`src/rtl/adma_desc_queue.sv`:
```
// Per-channel DMA descriptor queue: buffers descriptors, issues them one at a
// time to the transfer engine and tracks per-slot completion and IRQ sources.
`timescale 1ns/1ps
module adma_desc_queue #(
    parameter int DMA_DESC_DEPTH = 4,
    parameter int DMA_LENGTH_W   = 16,
    parameter int SRC_ADDR_W     = 32,
    parameter int DST_ADDR_W     = 32,
    parameter int DMA_XFER_ID_W  = $clog2(DMA_DESC_DEPTH)
) (
    input  logic                      aclk,
    input  logic                      areset,
    input  logic                      dma_en_i,
    input  logic                      chn_en_i,
    input  logic                      chn_cyclic_i,
    input  logic                      irq_msk_com_i,
    input  logic                      irq_msk_qed_i,
    input  logic                      desc_wr_vld_i,
    output logic                      desc_wr_rdy_o,
    input  logic [SRC_ADDR_W-1:0]     desc_src_addr_i,
    input  logic [DST_ADDR_W-1:0]     desc_dst_addr_i,
    input  logic [DMA_LENGTH_W-1:0]   desc_xlen_i,
    input  logic [DMA_LENGTH_W-1:0]   desc_ylen_i,
    input  logic [DMA_LENGTH_W-1:0]   desc_src_strd_i,
    input  logic [DMA_LENGTH_W-1:0]   desc_dst_strd_i,
    output logic                      issue_vld_o,
    input  logic                      issue_rdy_i,
    output logic [DMA_XFER_ID_W-1:0]  issue_id_o,
    output logic [SRC_ADDR_W-1:0]     issue_src_addr_o,
    output logic [DST_ADDR_W-1:0]     issue_dst_addr_o,
    output logic [DMA_LENGTH_W-1:0]   issue_xlen_o,
    output logic [DMA_LENGTH_W-1:0]   issue_ylen_o,
    output logic [DMA_LENGTH_W-1:0]   issue_src_strd_o,
    output logic [DMA_LENGTH_W-1:0]   issue_dst_strd_o,
    input  logic                      xfer_cmpl_i,
    output logic [DMA_XFER_ID_W-1:0]  xfer_id_o,
    output logic [DMA_DESC_DEPTH-1:0] xfer_done_o,
    output logic [DMA_XFER_ID_W-1:0]  active_xfer_id_o,
    output logic [DMA_LENGTH_W-1:0]   active_xfer_len_o,
    output logic                      irq_com_o,
    output logic                      irq_qed_o
);

    localparam int CNT_W = DMA_XFER_ID_W + 1;
    localparam logic [CNT_W-1:0] DEPTH_C = CNT_W'(DMA_DESC_DEPTH);

    typedef enum logic {IDLE, BUSY} state_t;

    state_t state, state_nxt;

    logic [SRC_ADDR_W-1:0]   src_mem  [DMA_DESC_DEPTH];
    logic [DST_ADDR_W-1:0]   dst_mem  [DMA_DESC_DEPTH];
    logic [DMA_LENGTH_W-1:0] xlen_mem [DMA_DESC_DEPTH];
    logic [DMA_LENGTH_W-1:0] ylen_mem [DMA_DESC_DEPTH];
    logic [DMA_LENGTH_W-1:0] sstr_mem [DMA_DESC_DEPTH];
    logic [DMA_LENGTH_W-1:0] dstr_mem [DMA_DESC_DEPTH];

    logic [DMA_XFER_ID_W-1:0]  wr_ptr, rd_ptr, active_id;
    logic [CNT_W-1:0]          count;
    logic [DMA_DESC_DEPTH-1:0] done, done_nxt;
    logic [DMA_LENGTH_W-1:0]   active_len;
    logic                      cyc_hold, issued, offer;
    logic                      push, pop, issue_fire, cmpl_fire;

    assign desc_wr_rdy_o = (count != DEPTH_C);
    assign push          = desc_wr_vld_i & desc_wr_rdy_o;
    assign issue_fire    = offer & issue_rdy_i;
    assign cmpl_fire     = (state == BUSY) & xfer_cmpl_i;
    // A cyclic issue keeps its slot; it is released at completion once cyclic drops
    assign pop = (issue_fire & ~chn_cyclic_i)
               | (cmpl_fire & cyc_hold & ~chn_cyclic_i);

    always_comb begin
        state_nxt = state;
        offer     = 1'b0;
        unique case (state)
            IDLE: begin
                offer = dma_en_i & chn_en_i & (count != '0);
                if (offer && issue_rdy_i) state_nxt = BUSY;
            end
            BUSY: if (xfer_cmpl_i) state_nxt = IDLE;
            default: state_nxt = IDLE;
        endcase
    end

    // Push to a slot overrides a same-cycle completion of that slot
    always_comb begin
        done_nxt = done;
        if (cmpl_fire) done_nxt[active_id] = 1'b1;
        if (push) done_nxt[wr_ptr] = 1'b0;
    end

    always_ff @(posedge aclk or posedge areset) begin
        if (areset) begin
            state      <= IDLE;
            wr_ptr     <= '0;
            rd_ptr     <= '0;
            count      <= '0;
            done       <= '0;
            active_id  <= '0;
            active_len <= '0;
            cyc_hold   <= 1'b0;
            issued     <= 1'b0;
            for (int i = 0; i < DMA_DESC_DEPTH; i++) begin
                src_mem[i]  <= '0;
                dst_mem[i]  <= '0;
                xlen_mem[i] <= '0;
                ylen_mem[i] <= '0;
                sstr_mem[i] <= '0;
                dstr_mem[i] <= '0;
            end
        end else begin
            state <= state_nxt;
            done  <= done_nxt;
            if (push) begin
                src_mem[wr_ptr]  <= desc_src_addr_i;
                dst_mem[wr_ptr]  <= desc_dst_addr_i;
                xlen_mem[wr_ptr] <= desc_xlen_i;
                ylen_mem[wr_ptr] <= desc_ylen_i;
                sstr_mem[wr_ptr] <= desc_src_strd_i;
                dstr_mem[wr_ptr] <= desc_dst_strd_i;
                wr_ptr           <= wr_ptr + 1'b1;
            end
            if (pop) rd_ptr <= rd_ptr + 1'b1;
            unique case ({push, pop})
                2'b10:   count <= count + 1'b1;
                2'b01:   count <= count - 1'b1;
                default: count <= count;
            endcase
            if (issue_fire) begin
                active_id  <= rd_ptr;
                active_len <= xlen_mem[rd_ptr];
                cyc_hold   <= chn_cyclic_i;
                issued     <= 1'b1;
            end else if (cmpl_fire) begin
                cyc_hold <= 1'b0;
            end
        end
    end

    assign issue_vld_o       = offer;
    assign issue_id_o        = rd_ptr;
    assign issue_src_addr_o  = src_mem[rd_ptr];
    assign issue_dst_addr_o  = dst_mem[rd_ptr];
    assign issue_xlen_o      = xlen_mem[rd_ptr];
    assign issue_ylen_o      = ylen_mem[rd_ptr];
    assign issue_src_strd_o  = sstr_mem[rd_ptr];
    assign issue_dst_strd_o  = dstr_mem[rd_ptr];
    assign xfer_id_o         = wr_ptr;
    assign xfer_done_o       = done;
    assign active_xfer_id_o  = active_id;
    assign active_xfer_len_o = active_len;
    assign irq_com_o = irq_msk_com_i & (|done);
    assign irq_qed_o = irq_msk_qed_i & (count == '0) & (state == IDLE) & issued;

endmodule

```
`config.mk`:
```
export PLATFORM = sky130hd
export DESIGN_NAME = adma_desc_queue
export DESIGN_NICKNAME = d
export VERILOG_FILES = /design/src/rtl/adma_desc_queue.sv
export SDC_FILE = /design/constraint.sdc
export NUM_CORES = 1
export LEC_CHECK = 0
export CAP_MARGIN = 25
export CORE_UTILIZATION = 45
export CTS_CLUSTER_SIZE = 20
export DETAILED_ROUTE_END_ITERATION = 8
export PLACE_DENSITY = 0.67
export SETUP_SLACK_MARGIN = 0.02
export SYNTH_ARGS = -nofsm -noshare
export SYNTH_HDL_FRONTEND = slang
export SYNTH_SLANG_ARGS = --single-unit
export TNS_END_PERCENT = 1
```
`constraint.sdc`:
```
create_clock -name aclk -period 36 [get_ports aclk]
set_clock_uncertainty 0.1 [all_clocks]
set_input_delay 5.4 -clock aclk [delete_from_list [all_inputs] [get_ports aclk]]
set_output_delay 5.4 -clock aclk [all_outputs]
set_load 0.01 [all_outputs]
```
==> reports/qor.yml <==
critical-path-slowest-cell: "clkdlybuf4s50_1"
numCtsBuffers: 56
synth-xor-area-share: 0.00148
period_minus_slack_ns: 12.16
r2r_start: "issue_id_o[0]$_DFFE_PP0N_"
relSlewSlack: 0.340
num_rows: 83
critical_path_class: "primary input to output pin"
p_leak_uw: 0.0120
clk_root_buffer_cell: "clkbuf_16"
dpl.hpwl_mm: 31.0
netlist_area_mm2: 0.0236
synth_nets: 1498
critPathMaxStageDelay_ns: 0.56
wl_per_cell_um: 21.6
drc: 0
multi_input_area_mm2: 0.00952
synth_top_area_frac: 0.577
path_clk_slew_ns: 0.06
antenna_found_initial: 3
gp_congestion: 0.744
setup_viol: 0
finalHoldViolCount: 0
tns_ns: 0
crit_family: "buffers and inverters"
peakVddDrop_mv: 0.0538
nets: 1785
cts_hold_buf: 0
synth-main-ff-cell: "dfrtp_1"
grt_usage: 0.199
first_pass_iters: 4
run_status: "finished, final reports clean"
grt_pass1_vias: 14400
synthArstFlopShare: 1.00
period_share: 0.338
r2r_end: "active_xfer_len_o[15]$_DFFE_PP0N_"
area_growth_pct: 23.4
ys_ff_latch: 544
post_cts_buffers: 0
cp_cell_sequence: "clkdlybuf4s50_1 -> nand2_1 -> nor3_1 -> clkdlybuf4s50_1"
synth-simple-area-share: 0.00737
tightest_slew_ns: 0.987
grt_pass1_wl_mm: 82.6
maxCapViolations: 0
synth_compound_area_frac: 0.00392
crit_top_cell: "clkdlybuf4s50_1"
grt_max_degree: 156
start_kind: "primary input"
synth-adder-area-share: 0.00350
drive_gt1_frac: 0.463
htreeDepth: 2
vias: 12900
holdPathEnd: "issued$_DFFE_PP0N_"
insertion_delay_ns: 0.59
core_mm2: 0.0516
drtAntennaViolNets: 0
ctsResizeCount: 0
yosys_warnings: 0
grt.overflow.total: 0
synth.area.top_cells: "dfrtp_1, mux2_2, mux4_2"
ys_seq_area_frac: 0.577
routed_wl_mm: 51.2
crit_buf_inv: 2
synth-edff-count: 0
layout.area.seq_mm2: 0.0136
min_path_cells: 1
pin_count: 296
fp.dieW_um: 231
endpoint_kind: "output pin"
max_freq_mhz: 82.3
postPlaceCellArea_mm2: 0.0271
numClockSinks: 544
cts_tree: "done"
layout_commonest_cell: "dfrtp_1"
die-area_mm2: 0.0534
crit_required_ns: 30.50
drtIter0Drc: 499
netlist_instances: 1354
clockBufferDepth: 3
initial_utilization: 0.457
hold_class: "flop to flop"
critPathMaxFanout: 3
yosysTopAreaCell: "dfrtp_1"
r2r_cells: 4
synth_mux_area_frac: 0.385
most-common-layout-cells: "dfrtp_1, mux2_2, clkdlybuf4s50_1"
min_from: "issued$_DFFE_PP0N_"
fillers: 4038
slew_violations: 0
rsz0062_at_grt: "no"
utilization: 0.564
power_density_mw_per_mm2: 104
avgSynthCellArea_um2: 17.4
fin_area_mm2: 0.0291
synth_top_family_by_area: "multiplexers"
portBuffers: 295
r2r_slack_ns: 32.69
cp_data_arrival_time_ns: 6.66
synthDistinctLibCells: 36
viasPerCell: 5.45
die_y_um: 231
## state kept, by name, indices dropped and copies added (netlist names), 3 cells and up
register           flops
active_xfer_len_o     16
count                  3
dst_mem              128
dstr_mem              64
src_mem              128
sstr_mem              64
xfer_done_o            4
xlen_mem              64
ylen_mem              64
## per-layer routing
layer  track usage  wire length, um  part of all wire
met2         0.325            24900              0.49
met4        0.0505              918             0.018
met1         0.264            22300              0.43
met3        0.0517             3110             0.061
met5             0               27           0.00053
## worst max path at each step
stage                   from                               to  slack [ns]  depth (start not counted)
global route        dma_en_i                      issue_vld_o       23.75                          4
detailed placement  dma_en_i                      issue_vld_o       23.84                          4
CTS                 dma_en_i                      issue_vld_o       23.84                          4
global placement    dma_en_i                      issue_vld_o       23.84                          4
floorplan             areset  active_xfer_id_o[0]$_DFFE_PP0N_       15.29                          1
finish              dma_en_i                      issue_vld_o       23.84                          4
## worst reg2reg max path: cells and delay by family, from the launching register on
| kind | cells | cell delay [ns] |
|---|---|---|
| flops | 1 | 0.75 |
| buf+inv | 2 | 1.41 |
| mux | 2 | 0.94 |
## power breakdown
group          switching [uW]  internal (uW)  total, uW
Sequential                166            926       1090
Combinational             500            837       1340
Clock                     237            348        585
## cell families (layout without fill, tap and decap cells)
logic type	after synthesis	after routing
compound gates	12	12
xor+xnor	4	4
fa+ha+maj	6	6
buf+inv	97	429
flops	544	544
mux	660	660
other cells	0	2
simple gates	31	31
## cell type report
type | instances | area share
clock inverter | 20 | 0.00791
tap | 680 | 0.0292
sequential | 544 | 0.468
multi-input combinational | 713 | 0.327
inverter | 8 | 0.00129
antenna | 2 | 0.000172
clock buffer | 83 | 0.0561
timing repair buffer | 318 | 0.111
## through the flow
step | worst slack [ns] | total power [uW] | cells | hold WS (ns)
global placement | 23.84 | 2410 | 2258 | 0.352
finish | 23.84 | 3010 | 2368 | 0.369
detailed placement | 23.84 | 2450 | 2258 | 0.354
floorplan | 15.29 | 1910 | 1354 | 0.340
CTS | 23.84 | 3050 | 2361 | 0.369
global route | 23.75 | 3190 | 2367 | 0.379
## Yosys cell counts, drive strengths merged (2+ instances only)
cell type / count
nor2: 4
nor3b: 2
ha: 5
buf: 76
o31ai: 2
o22ai: 2
dfrtp: 544
nand3: 5
o21a: 3
xor2: 2
nand2b: 2
mux4: 128
mux2: 531
nor3: 6
xnor2: 2
inv: 8
clkbuf: 13
or2: 2
nand2: 5
Power figures use the tool's default switching activity.
